[src/rtl/uart_pkg.sv]
// Shared UART definitions: packet framing constants, transmitter FSM encoding
// and the parity helper used by both the transmitter and the receiver.
package uart_pkg;

    localparam int   PKT_LEN    = 11;
    localparam int   OVERSAMPLE = 16;
    localparam logic START_BIT  = 1'b0;
    localparam logic STOP_BIT   = 1'b1;

    typedef enum logic [2:0] {
        ST_IDLE   = 3'd0,
        ST_START  = 3'd1,
        ST_DATA   = 3'd2,
        ST_PARITY = 3'd3,
        ST_STOP   = 3'd4
    } tx_state_t;

    // Zero-extending the data to 32 bits leaves the XOR reduction unchanged.
    function automatic logic parity_bit(input logic [31:0] data, input logic odd);
        return (^data) ^ odd;
    endfunction

endpackage

[src/rtl/tx_bit_timer.sv]
// Bit-period timer: counts sample-enable ticks 0..OVERSAMPLE-1 while running and
// flags the tick that completes the current bit period.
module tx_bit_timer #(
    parameter int OVERSAMPLE = 16
) (
    input  logic clk,
    input  logic reset,
    input  logic clr,
    input  logic run,
    input  logic tick,
    output logic bit_end
);

    localparam int CNT_W = (OVERSAMPLE > 1) ? $clog2(OVERSAMPLE) : 1;
    localparam logic [CNT_W-1:0] CNT_LAST = CNT_W'(OVERSAMPLE - 1);

    logic [CNT_W-1:0] cnt;

    assign bit_end = run & tick & (cnt == CNT_LAST);

    always_ff @(posedge clk or negedge reset) begin
        if (!reset) begin
            cnt <= '0;
        end else if (clr) begin
            cnt <= '0;
        end else if (run && tick) begin
            cnt <= (cnt == CNT_LAST) ? '0 : cnt + 1'b1;
        end
    end

endmodule

[src/rtl/data_transmission_framer.sv]
// UART transmitter: frames one byte as start, data LSB first, parity, stop and
// shifts it onto TxD, one bit per OVERSAMPLE sample-enable ticks.
module data_transmission_framer
    import uart_pkg::*;
#(
    parameter int DATA_W     = 8,
    parameter int OVERSAMPLE = uart_pkg::OVERSAMPLE,
    parameter int PARITY_ODD = 0
) (
    input  logic              clk,
    input  logic              reset,
    input  logic              Tx_EN,
    input  logic              Tx_sample_ENABLE,
    input  logic              Tx_WR,
    input  logic [DATA_W-1:0] Tx_DATA,
    output logic              TxD,
    output logic              Tx_BUSY,
    output logic              Tx_DONE,
    output logic              Tx_WR_ERR,
    output logic [2:0]        state_dbg
);

    localparam int FRAME_W = DATA_W + 3;
    localparam int IDX_W   = (DATA_W > 1) ? $clog2(DATA_W) : 1;
    localparam logic [IDX_W-1:0] IDX_LAST = IDX_W'(DATA_W - 1);

    tx_state_t          state, state_nxt;
    logic [FRAME_W-1:0] shreg, shreg_nxt;
    logic [IDX_W-1:0]   bit_idx, bit_idx_nxt;
    logic               accept, wr_err, bit_end, stop_end;

    // Host handshake: a Tx_WR strobe is taken only when idle and enabled;
    // any other strobe is dropped and flagged with a one-cycle Tx_WR_ERR.
    assign accept    = (state == ST_IDLE) & Tx_WR & Tx_EN;
    assign wr_err    = Tx_WR & ~accept;
    assign stop_end  = (state == ST_STOP) & bit_end;
    assign Tx_BUSY   = (state != ST_IDLE);
    assign TxD       = shreg[0];
    assign state_dbg = state;

    tx_bit_timer #(.OVERSAMPLE(OVERSAMPLE)) u_timer (
        .clk     (clk),
        .reset   (reset),
        .clr     (accept),
        .run     (Tx_BUSY),
        .tick    (Tx_sample_ENABLE),
        .bit_end (bit_end)
    );

    always_comb begin
        state_nxt   = state;
        shreg_nxt   = shreg;
        bit_idx_nxt = bit_idx;
        // Ones shift in from the top so the line rests at the stop level afterwards.
        if (bit_end) begin
            shreg_nxt = {1'b1, shreg[FRAME_W-1:1]};
        end
        unique case (state)
            ST_IDLE: begin
                if (accept) begin
                    state_nxt = ST_START;
                    shreg_nxt = {STOP_BIT, parity_bit(32'(Tx_DATA), 1'(PARITY_ODD)),
                                 Tx_DATA, START_BIT};
                end
            end
            ST_START: begin
                if (bit_end) begin
                    state_nxt   = ST_DATA;
                    bit_idx_nxt = '0;
                end
            end
            ST_DATA: begin
                if (bit_end) begin
                    if (bit_idx == IDX_LAST) begin
                        state_nxt = ST_PARITY;
                    end else begin
                        bit_idx_nxt = bit_idx + 1'b1;
                    end
                end
            end
            ST_PARITY: begin
                if (bit_end) begin
                    state_nxt = ST_STOP;
                end
            end
            ST_STOP: begin
                if (bit_end) begin
                    state_nxt = ST_IDLE;
                    shreg_nxt = '1;
                end
            end
            default: begin
                state_nxt = ST_IDLE;
                shreg_nxt = '1;
            end
        endcase
    end

    always_ff @(posedge clk or negedge reset) begin
        if (!reset) begin
            state     <= ST_IDLE;
            shreg     <= '1;
            bit_idx   <= '0;
            Tx_DONE   <= 1'b0;
            Tx_WR_ERR <= 1'b0;
        end else begin
            state     <= state_nxt;
            shreg     <= shreg_nxt;
            bit_idx   <= bit_idx_nxt;
            Tx_DONE   <= stop_end;
            Tx_WR_ERR <= wr_err;
        end
    end

endmodule

[config.mk]
export PLATFORM = sky130hd
export DESIGN_NAME = data_transmission_framer
export DESIGN_NICKNAME = d
export VERILOG_FILES = /design/src/rtl/uart_pkg.sv /design/src/rtl/tx_bit_timer.sv /design/src/rtl/data_transmission_framer.sv
export SDC_FILE = /design/constraint.sdc
export NUM_CORES = 1
export LEC_CHECK = 0
export CORE_MARGIN = 2
export CORE_UTILIZATION = 50
export DETAILED_ROUTE_END_ITERATION = 8
export GPL_TIMING_DRIVEN = 1
export HOLD_SLACK_MARGIN = 0.12
export PLACE_DENSITY = 0.75
export SLEW_MARGIN = 20
export SYNTH_ARGS = -nofsm -noshare
export SYNTH_HDL_FRONTEND = slang
export SYNTH_SLANG_ARGS = --single-unit
[constraint.sdc]
create_clock -name clk -period 2.14 [get_ports clk]
set_clock_uncertainty 0.05 [all_clocks]
set_input_delay 0.642 -clock clk [delete_from_list [all_inputs] [get_ports clk]]
set_output_delay 0.642 -clock clk [all_outputs]
set_load 0.05 [all_outputs]
# [Yosys cells after proc, flatten, opt, wreduce, memory -nomap -nowiden]
# Cells that the tools add are included.
[word_totals] ff_bits=23 inputBits=13 output_inout_bits=7 elab_cells=54
[classes] n_addsub=2 n_eq_ne=13 muxes=17 n_bitwise=7 reduce_logical=9
[op_table] op="11-bit 2-to-1 mux" count=3
[op_table] op="11-bit case mux with 3 select lines" count=1
[op_table] op="32-bit parity" count=1
[op_table] op="3-bit 2-to-1 mux" count=8
[op_table] op="3-bit case mux with 5 select lines" count=1
[op_table] op="2-bit != test, second input constant" count=7
[op_table] op="4-bit 2-to-1 mux" count=3
[op_table] op="1-bit AND" count=6
[op_table] op="3-bit by 2-bit equality test with 1-bit output, second input constant" count=2
[op_table] op="3-bit equality test, second input constant" count=2
[op_table] op="3-bit case mux with 2 select lines" count=1
[op_table] op="6-bit AND reduction" count=1
[op_table] op="4-bit by 1-bit adder with 4-bit output, second input constant" count=1
[op_table] op="4-bit equality test, second input constant" count=1
[op_table] op="4-bit AND reduction" count=1
[op_table] op="2-bit nonzero test" count=2
[op_table] op="3-bit by 1-bit adder with 3-bit output, second input constant" count=1
[op_table] op="3-bit by 1-bit equality test with 1-bit output, second input constant" count=1
[op_table] op="3-bit logical NOT" count=1
[op_table] op="3-bit nonzero test" count=1
[op_table] op="3-bit OR reduction" count=1
[op_table] op="1-bit logical AND" count=1
[op_table] op="1-bit NOT" count=1

# [Logic depth before layout (Yosys ltp)]
# Gate-level depths: netlist of the first run.
[logic_depth] ltp_word=6 depth_mapped=7

# [Modules after synthesis]
# Synthesis of the first run repeated with hierarchy kept, for this count alone.
[unflattened] hier_cells=117 area_unflattened_um2=1164.9
[modules_own_cells] module="data_transmission_framer" n_inst=1 cells_each=94 area_each_um2=960.9
[modules_own_cells] module="tx_bit_timer" n_inst=1 cells_each=23 area_each_um2=203.9

# [Least setup slack after synthesis of the first run]
# OpenSTA, ideal clock, no wires.
[synth_path] kind="register to output" from="register state[1] (netlist: state_dbg[1])" to="output port Tx_BUSY" t_arrival_ps=1287 t_required_ps=1448 slack_ps=161 stages_incl_launch_ff=4 cell_sequence="dfrtp_1 buf_6 or3_4 buf_6"
[synth_via] elab_chain_len=1
[synth_rtl] element="start: declaration" line_no="data_transmission_framer.sv:27" text="tx_state_t state, state_nxt;"
[synth_rtl] element="start signal: assignment" line_no="data_transmission_framer.sv:107" text="state <= state_nxt;"
[synth_rtl] element="3-bit nonzero test" line_no="data_transmission_framer.sv:37" text="assign Tx_BUSY = (state != ST_IDLE);"
[synth_rtl] element="end: declaration" line_no="data_transmission_framer.sv:17" text="output logic Tx_BUSY,"
# Every way passes these cells.

# [Final worst setup path of the first run]
[layout_path] from="register state[0] (netlist: state_dbg[0])" to="output port Tx_BUSY"
# The elaborated chain is that of the path after synthesis.

==> results of run 1 <==
[worst reg2reg max path, cell delays in order, from the launching register on]
cell                       delay (ns)
sky130_fd_sc_hd__dfrtp_1         0.43
sky130_fd_sc_hd__ha_1            0.26
sky130_fd_sc_hd__and4_2          0.35
sky130_fd_sc_hd__nand2b_1        0.09
sky130_fd_sc_hd__o21bai_1        0.20
sky130_fd_sc_hd__mux2_2          0.28
[state kept, by name (all words and copies together), names as in the netlist]
name / cells
Tx_WR_ERR: 1
u_timer.cnt: 4
shreg: 11
bit_idx: 3
state_dbg: 3
Tx_DONE: 1
[routing by layer]
metal | part of all wire | routed length [µm]
met1 | 0.41 | 1054
met3 | 0.064 | 165
met4 | 0 | 0
met5 | 0 | 0
met2 | 0.52 | 1342
[cell families after synthesis]
| group | after synthesis | share of synthesized area |
|---|---|---|
| xor+xnor | 9 | 0.06171 |
| fa+ha+maj | 3 | 0.02939 |
| simple gates | 53 | 0.2194 |
| flops | 23 | 0.4613 |
| buf+inv | 8 | 0.06464 |
| compound gates | 24 | 0.1469 |
| mux | 2 | 0.01665 |
[metrics by stage]
step,hold WS [ns],power (µW)
after floorplan,0.2964,1238
after global placement,0.4457,1392
after detailed placement,0.4808,1426
after CTS,0.5094,1623
after global routing,0.5258,1722
final,0.5116,1614
[worst max path at each step]
stage,start,to,slack (ns),depth (start not counted)
2_1_floorplan,state_dbg[1]$_DFFE_PN0P_,Tx_BUSY,0.16,3
3_3_place_gp,Tx_sample_ENABLE,bit_idx[0]$_DFFE_PN0P_,0.01,5
3_5_place_dp,Tx_sample_ENABLE,bit_idx[0]$_DFFE_PN0P_,-0.03,5
4_1_cts,state_dbg[0]$_DFFE_PN0P_,Tx_BUSY,0.03,2
5_1_grt,state_dbg[0]$_DFFE_PN0P_,Tx_BUSY,0.02,2
6_report,state_dbg[0]$_DFFE_PN0P_,Tx_BUSY,0.07,2
[what timing repair did]
item,4_1_cts,5_1_grt
resized for setup,0,1
endpoints found under the setup margin,0,1
hold buffers,0,0
[power by group through the flow]
stage	clock network [µW]	logic (µW)	registers (µW)
2_1_floorplan	0	402	836
3_3_place_gp	0	611	781
3_5_place_dp	0	632	794
4_1_cts	204	635	785
5_1_grt	224	687	812
6_report	195	629	791
[area by class of cell]
type,count,area (µm²)
fill,207,935.9
sequential,23,590.6
tap,30,37.54
clock inverter,1,5.005
clock buffer,3,22.52
multi-input combinational,91,605.6
timing repair buffer,27,257.7
[cells in the final DEF, fill, tap and decap left out, types with 2 or more instances in the layout]
| cell type | instances |
|---|---|
| sky130_fd_sc_hd__xor2_1 | 2 |
| sky130_fd_sc_hd__clkdlybuf4s50_1 | 12 |
| sky130_fd_sc_hd__o221ai_1 | 7 |
| sky130_fd_sc_hd__clkbuf_4 | 3 |
| sky130_fd_sc_hd__dfrtp_1 | 11 |
| sky130_fd_sc_hd__buf_4 | 13 |
| sky130_fd_sc_hd__nor3b_1 | 2 |
| sky130_fd_sc_hd__nor3_1 | 3 |
| sky130_fd_sc_hd__buf_12 | 2 |
| sky130_fd_sc_hd__a21oi_1 | 5 |
| sky130_fd_sc_hd__dfstp_2 | 11 |
| sky130_fd_sc_hd__ha_1 | 3 |
| sky130_fd_sc_hd__nand3_1 | 12 |
| sky130_fd_sc_hd__a22o_1 | 2 |
| sky130_fd_sc_hd__xnor2_1 | 7 |
| sky130_fd_sc_hd__nor2_1 | 5 |
| sky130_fd_sc_hd__nand2_1 | 18 |
==> flow_results.xml, run 1 <==
<?xml version="1.0" encoding="UTF-8"?>
<metrics>
  <group name="cells_and_area">
    <metric name="flow.area_growth_from_synthesis" unit="%">18.90</metric>
    <metric name="antenna_cells_inserted" unit="">0</metric>
    <metric name="drive_gt1_frac" unit="">0.2690</metric>
    <metric name="area_of_all_placed_cells_without_fillers" unit="µm²">1519</metric>
    <metric name="layout.core_utilization" unit="">0.6188</metric>
    <metric name="num-nets-final" unit="">162</metric>
    <metric name="post_layout_nonfiller_instances" unit="">175</metric>
  </group>
  <group name="synth">
    <metric name="ys.flop_type" unit="">sky130_fd_sc_hd__dfrtp_1</metric>
    <metric name="synthCells" unit="">122</metric>
    <metric name="syn-mean-instance-area" unit="µm²">10.47</metric>
    <metric name="synth.lib_cells_used.distinct" unit="">42</metric>
    <metric name="postSynth.asyncResetShare" unit="">1.000</metric>
    <metric name="synthTopCellsByArea" unit="">sky130_fd_sc_hd__dfrtp_1 (24%), sky130_fd_sc_hd__dfstp_2 (23%), sky130_fd_sc_hd__nand2_1 (5.3%), sky130_fd_sc_hd__o221ai_1 (4.8%), sky130_fd_sc_hd__xnor2_1 (4.8%)</metric>
    <metric name="yosysTopAreaCell" unit="">sky130_fd_sc_hd__dfrtp_1</metric>
    <metric name="synth_largest_type_area_fraction" unit="">0.2351</metric>
    <metric name="synth_commonest_cells" unit="">sky130_fd_sc_hd__nand2_1 (18), sky130_fd_sc_hd__dfrtp_1 (12), sky130_fd_sc_hd__nand3_1 (12), sky130_fd_sc_hd__dfstp_2 (11)</metric>
    <metric name="number_of_nets_in_the_synthesized_netlist" unit="">138</metric>
    <metric name="area_of_the_mapped_netlist" unit="µm²">1277</metric>
    <metric name="yosys_warnings" unit="">0</metric>
    <metric name="synth_enable_flop_cells" unit="">0</metric>
    <metric name="ys_seq_elements" unit="">23</metric>
    <metric name="yosys.cell_count.top_type" unit="">sky130_fd_sc_hd__nand2_1</metric>
    <metric name="ys_seq_area_frac" unit="">0.4613</metric>
  </group>
  <group name="timing">
    <metric name="layout_worst_path_cycle_share" unit="">0.9689</metric>
    <metric name="max_slew_margin" unit="">0.7442</metric>
    <metric name="timing.fmax" unit="MHz">482.3</metric>
    <metric name="final_critical_path_setup_slack" unit="ns">0.06656</metric>
    <metric name="final_max_slew_viol_count" unit="">0</metric>
    <metric name="setup_violations" unit="">0</metric>
    <metric name="grt_setup_unrepaired" unit="">no</metric>
    <metric name="worst_slew_pin_slew" unit="ns">0.3807</metric>
    <metric name="hold_viol" unit="">0</metric>
    <metric name="setup-tns-final" unit="ns">0</metric>
    <metric name="final_min_period" unit="ns">2.073</metric>
  </group>
  <group name="setup_path">
    <metric name="worstPathArrival" unit="ns">1.38</metric>
    <metric name="timing.reg2reg.worst_path_depth" unit="">5</metric>
    <metric name="r2r-end" unit="">bit_idx[0]$_DFFE_PN0P_</metric>
    <metric name="cell_family_contributing_the_most_delay_on_the_critical_path" unit="">flip-flops</metric>
    <metric name="worst_path_max_delay_cell" unit="">sky130_fd_sc_hd__dfrtp_2</metric>
    <metric name="critPathMaxStageDelay" unit="ns">0.48</metric>
    <metric name="crit_path_end_kind" unit="">output port</metric>
    <metric name="worst_path_bufs_invs" unit="">1</metric>
    <metric name="setup.worst_path.start_class" unit="">flop</metric>
    <metric name="worstReg2RegStart" unit="">u_timer.cnt[0]$_DFFE_PN0P_</metric>
    <metric name="required" unit="ns">1.45</metric>
    <metric name="reg2reg_slack" unit="ns">0.37</metric>
    <metric name="worstPathCellList" unit="">or3_4 &gt; buf_4</metric>
    <metric name="critical_path_peak_fanout" unit="">10</metric>
    <metric name="setup_cp_type" unit="">reg2out</metric>
  </group>
  <group name="grt">
    <metric name="most_used_routing_layer_in_global_routing" unit="">met2</metric>
    <metric name="largest_net_degree_at_the_start_of_global_routing" unit="">24</metric>
    <metric name="gr-usage-met3" unit="">0.03552</metric>
    <metric name="met2_usage" unit="">0.3695</metric>
    <metric name="grt.total_usage" unit="">0.1970</metric>
    <metric name="use_met1" unit="">0.2300</metric>
    <metric name="wire_length_of_the_first_global_routing_pass" unit="mm">4.243</metric>
    <metric name="antenna_found_initial" unit="">0</metric>
    <metric name="first_global_vias" unit="">1016</metric>
    <metric name="grt-ovfl-total" unit="">0</metric>
  </group>
  <group name="hold_path">
    <metric name="hold_path.class" unit="">reg2reg</metric>
    <metric name="whs_path_depth" unit="">1</metric>
    <metric name="hold_start" unit="">bit_idx[0]$_DFFE_PN0P_</metric>
    <metric name="min_delay_worst_endpoint" unit="">bit_idx[0]$_DFFE_PN0P_</metric>
  </group>
  <group name="power_and_ir_drop">
    <metric name="peakVddDrop" unit="mV">0.6879</metric>
    <metric name="power_leakage" unit="µW">0.0006463</metric>
    <metric name="p_switching" unit="µW">587.2</metric>
    <metric name="switching_share" unit="">0.3638</metric>
    <metric name="comb_power_share" unit="">0.389</metric>
    <metric name="internal-power" unit="µW">1027</metric>
    <metric name="power.clock.fraction" unit="">0.121</metric>
    <metric name="sequentialPowerShare" unit="">0.490</metric>
    <metric name="p_per_area" unit="nW/µm²">1063</metric>
  </group>
  <group name="status">
    <metric name="status" unit="">finished clean</metric>
  </group>
  <group name="placed_design">
    <metric name="globalplace.congestion" unit="">0.8582</metric>
    <metric name="numPlacedInstances" unit="">171</metric>
    <metric name="place_hpwl" unit="mm">1.965</metric>
    <metric name="count_of_port_buffers_added_during_placement" unit="">19</metric>
    <metric name="post-place-ws" unit="ns">-0.02630</metric>
    <metric name="dpl_cell_area" unit="µm²">1490</metric>
  </group>
  <group name="routing">
    <metric name="drc_errors" unit="">0</metric>
    <metric name="routedWlPerCell" unit="µm">14.64</metric>
    <metric name="num_vias" unit="">1019</metric>
    <metric name="ant_nets" unit="">0</metric>
    <metric name="firstDrtPassIters" unit="">4</metric>
    <metric name="drt_first_iter_violations" unit="">19</metric>
    <metric name="wl" unit="mm">2.562</metric>
    <metric name="detail_route.vias_per_cell" unit="">5.823</metric>
  </group>
  <group name="floorplanning">
    <metric name="fp.dieH" unit="µm">54.55</metric>
    <metric name="start_util" unit="">0.5204</metric>
    <metric name="core.rowCount" unit="">18</metric>
    <metric name="coreArea" unit="µm²">2455</metric>
    <metric name="dieWidth" unit="µm">54.55</metric>
    <metric name="ioPinCount" unit="">20</metric>
    <metric name="floorplan.die_area" unit="µm²">2975</metric>
  </group>
  <group name="clock_network">
    <metric name="ctsLongestPathBuffers" unit="">2</metric>
    <metric name="clk_pin_slew_worst_paths" unit="ns">0.12</metric>
    <metric name="h_tree_lvls" unit="">1</metric>
    <metric name="cts_setup_buffers" unit="">0</metric>
    <metric name="cts_buffers" unit="">3</metric>
    <metric name="tritoncts" unit="">built</metric>
    <metric name="clock_tree.root_cell" unit="">sky130_fd_sc_hd__clkbuf_4</metric>
    <metric name="worstSkewPairLatency" unit="ns">0.30</metric>
    <metric name="numClockSinks" unit="">23</metric>
  </group>
  <group name="flow_run">
    <metric name="max-cap-violations" unit="">0</metric>
  </group>
</metrics>
Power figures use the tool's default switching activity.
==> run 2, diff against run 1 <==
--- a/config.mk
+++ b/config.mk
@@ -11,6 +11,7 @@
 export GPL_TIMING_DRIVEN = 1
 export HOLD_SLACK_MARGIN = 0.12
 export PLACE_DENSITY = 0.75
+export RECOVER_POWER = 100
 export SLEW_MARGIN = 20
 export SYNTH_ARGS = -nofsm -noshare
 export SYNTH_HDL_FRONTEND = slang
==> flow_results.xml, run 2 (synthesis gave the netlist of run 1 again) <==
<?xml version="1.0" encoding="UTF-8"?>
<metrics>
  <group name="floorplanning">
    <metric name="floorplan.die_area" unit="µm²">2975</metric>
    <metric name="coreArea" unit="µm²">2455</metric>
    <metric name="start_util" unit="">0.5204</metric>
    <metric name="fp.dieH" unit="µm">54.55</metric>
    <metric name="core.rowCount" unit="">18</metric>
    <metric name="ioPinCount" unit="">20</metric>
    <metric name="dieWidth" unit="µm">54.55</metric>
  </group>
  <group name="power_and_ir_drop">
    <metric name="internal-power" unit="µW">1009</metric>
    <metric name="switching_share" unit="">0.3671</metric>
    <metric name="p_per_area" unit="nW/µm²">1067</metric>
    <metric name="sequentialPowerShare" unit="">0.495</metric>
    <metric name="p_switching" unit="µW">585.3</metric>
    <metric name="peakVddDrop" unit="mV">0.6856</metric>
    <metric name="power.clock.fraction" unit="">0.122</metric>
    <metric name="comb_power_share" unit="">0.383</metric>
    <metric name="power_leakage" unit="µW">0.0006264</metric>
  </group>
  <group name="timing">
    <metric name="layout_worst_path_cycle_share" unit="">0.9672</metric>
    <metric name="worst_slew_pin_slew" unit="ns">0.5929</metric>
    <metric name="final_min_period" unit="ns">2.070</metric>
    <metric name="final_max_slew_viol_count" unit="">0</metric>
    <metric name="hold_viol" unit="">0</metric>
    <metric name="max_slew_margin" unit="">0.6064</metric>
    <metric name="timing.fmax" unit="MHz">483.1</metric>
    <metric name="grt_setup_unrepaired" unit="">no</metric>
    <metric name="post_route_hold_slack" unit="ns">0.5048</metric>
    <metric name="setup_violations" unit="">0</metric>
  </group>
  <group name="flow_run">
    <metric name="max-cap-violations" unit="">0</metric>
  </group>
  <group name="setup_path">
    <metric name="crit_path_end_kind" unit="">output port</metric>
    <metric name="required" unit="ns">1.45</metric>
    <metric name="setup_cp_type" unit="">reg2out</metric>
    <metric name="worstPathArrival" unit="ns">1.38</metric>
    <metric name="setup.worst_path.start_class" unit="">flop</metric>
    <metric name="critical_path_peak_fanout" unit="">10</metric>
  </group>
  <group name="routing">
    <metric name="drc_errors" unit="">0</metric>
    <metric name="detail_route.vias_per_cell" unit="">5.931</metric>
    <metric name="routedWlPerCell" unit="µm">14.50</metric>
    <metric name="ant_nets" unit="">0</metric>
    <metric name="met3RoutedLength" unit="µm">173</metric>
    <metric name="firstDrtPassIters" unit="">4</metric>
    <metric name="met2_length" unit="mm">1.322</metric>
    <metric name="route.top_layer_used" unit="">met3</metric>
    <metric name="drt_first_iter_violations" unit="">18</metric>
    <metric name="num_vias" unit="">1038</metric>
    <metric name="drt-met1-wl" unit="mm">1.041</metric>
    <metric name="wl" unit="mm">2.537</metric>
  </group>
  <group name="status">
    <metric name="status" unit="">finished clean</metric>
  </group>
  <group name="cells_and_area">
    <metric name="largest_register_ff_count" unit="">11</metric>
    <metric name="commonest_non_fill_non_tap_cell_in_the_layout" unit="">sky130_fd_sc_hd__nand2_1</metric>
    <metric name="antenna_cells_inserted" unit="">0</metric>
    <metric name="post_layout_nonfiller_instances" unit="">175</metric>
    <metric name="num-nets-final" unit="">162</metric>
    <metric name="most_frequent_cells_in_the_layout" unit="">sky130_fd_sc_hd__nand2_1 (18), sky130_fd_sc_hd__nand3_1 (12), sky130_fd_sc_hd__dfrtp_1 (11), sky130_fd_sc_hd__dfstp_2 (11), sky130_fd_sc_hd__clkdlybuf4s50_1 (9)</metric>
    <metric name="drive_gt1_frac" unit="">0.2276</metric>
    <metric name="flow.area_growth_from_synthesis" unit="%">16.94</metric>
    <metric name="fillCellCount" unit="">216</metric>
    <metric name="register_with_the_most_flip_flops" unit="">shreg</metric>
    <metric name="layout_top_registers" unit="">shreg x11, u_timer.cnt x4</metric>
  </group>
  <group name="placed_design">
    <metric name="place_hpwl" unit="mm">1.965</metric>
    <metric name="numPlacedInstances" unit="">171</metric>
    <metric name="count_of_port_buffers_added_during_placement" unit="">19</metric>
    <metric name="globalplace.congestion" unit="">0.8582</metric>
  </group>
  <group name="grt">
    <metric name="first_global_vias" unit="">1016</metric>
    <metric name="largest_net_degree_at_the_start_of_global_routing" unit="">24</metric>
    <metric name="grt-ovfl-total" unit="">0</metric>
    <metric name="antenna_found_initial" unit="">0</metric>
    <metric name="grt.total_usage" unit="">0.1970</metric>
    <metric name="wire_length_of_the_first_global_routing_pass" unit="mm">4.243</metric>
  </group>
  <group name="clock_network">
    <metric name="h_tree_lvls" unit="">1</metric>
    <metric name="clk_pin_slew_worst_paths" unit="ns">0.12</metric>
    <metric name="clock_tree.root_cell" unit="">sky130_fd_sc_hd__clkbuf_4</metric>
    <metric name="cts_buffers" unit="">3</metric>
    <metric name="cts_setup_buffers" unit="">0</metric>
    <metric name="tritoncts" unit="">built</metric>
    <metric name="numClockSinks" unit="">23</metric>
    <metric name="worstSkewPairLatency" unit="ns">0.30</metric>
    <metric name="ctsLongestPathBuffers" unit="">2</metric>
  </group>
  <group name="hold_path">
    <metric name="hold_path.class" unit="">reg2reg</metric>
  </group>
</metrics>
-- run 2: changes by cell type in the layout (fill, tap and decap cells not counted), sizes merged --
| cell | before | now |
|---|---|---|
| dlygate4sd3 | 0 | 3 |
| clkbuf | 3 | 11 |
| clkdlybuf4s50 | 12 | 9 |
| buf | 15 | 7 |
-- run 2: power by group through the flow --
| stage | Combinational (µW) | Clock, µW | Sequential [µW] |
|---|---|---|---|
| final | 611 | 194 | 789 |
| after global routing | 669 | 224 | 811 |
| after CTS | 635 | 204 | 785 |
| after detailed placement | 632 | 0 | 794 |
| after global placement | 611 | 0 | 781 |
| after floorplan | 402 | 0 | 836 |
-- run 2: worst paths after layout --
check                                               from                endpoint  slack (ns)  depth (start not counted)
max in group asynchronous                          reset      shreg[9]$_DFF_PN1_        1.06                          2
min in group asynchronous                          reset     Tx_WR_ERR$_DFF_PN0_        0.69                          2
worst min-delay path              bit_idx[0]$_DFFE_PN0P_  bit_idx[0]$_DFFE_PN0P_        0.50                          1
worst max register to register  state_dbg[1]$_DFFE_PN0P_      shreg[4]$_DFF_PN1_        0.31                          6
worst min register to register    bit_idx[0]$_DFFE_PN0P_  bit_idx[0]$_DFFE_PN0P_        0.50                          1
worst max-delay path            state_dbg[0]$_DFFE_PN0P_                 Tx_BUSY        0.07                          2
-- run 2: layout make-up --
cell class	instances	area [µm²]	area share
flip-flops and latches	23	590.6	0.3953
clock buffers	3	22.52	0.01508
well taps	30	37.54	0.02513
multi-input cells	91	604.3	0.4045
repair buffers	27	234.0	0.1566
clock inverters	1	5.005	0.003350
-- run 2: metrics by stage --
step           setup TNS, ns  setup slack [ns]    util  cell area, µm²  power, µW
4_1_cts                    0           0.02703  0.6182            1518       1623
6_report                   0           0.07022  0.6086            1494       1594
2_1_floorplan              0            0.1609       -            1277       1238
5_1_grt                    0           0.01925  0.6086            1494       1704
3_3_place_gp               0           0.01060  0.6070            1490       1392
3_5_place_dp        -0.04980          -0.02630  0.6070            1490       1426
-- run 2: what timing repair did --
action / in CTS / in global routing
endpoints found under the setup margin: 0 / 1
gates resized for setup: 0 / 1
hold buffers: 0 / 0
-- run 2: worst max-delay path, cell delays in order (launching register included) --
cell                      delay (ns)
sky130_fd_sc_hd__dfrtp_2        0.48
sky130_fd_sc_hd__or3_4          0.39
sky130_fd_sc_hd__buf_4          0.21
-- run 2: per-layer routing --
layer / vias to the layer above / track usage
li1: 495 / -
met1: 504 / 0.2300
met2: 39 / 0.3695
met3: 0 / 0.03552
met4: 0 / 0.04583
met5: - / 0
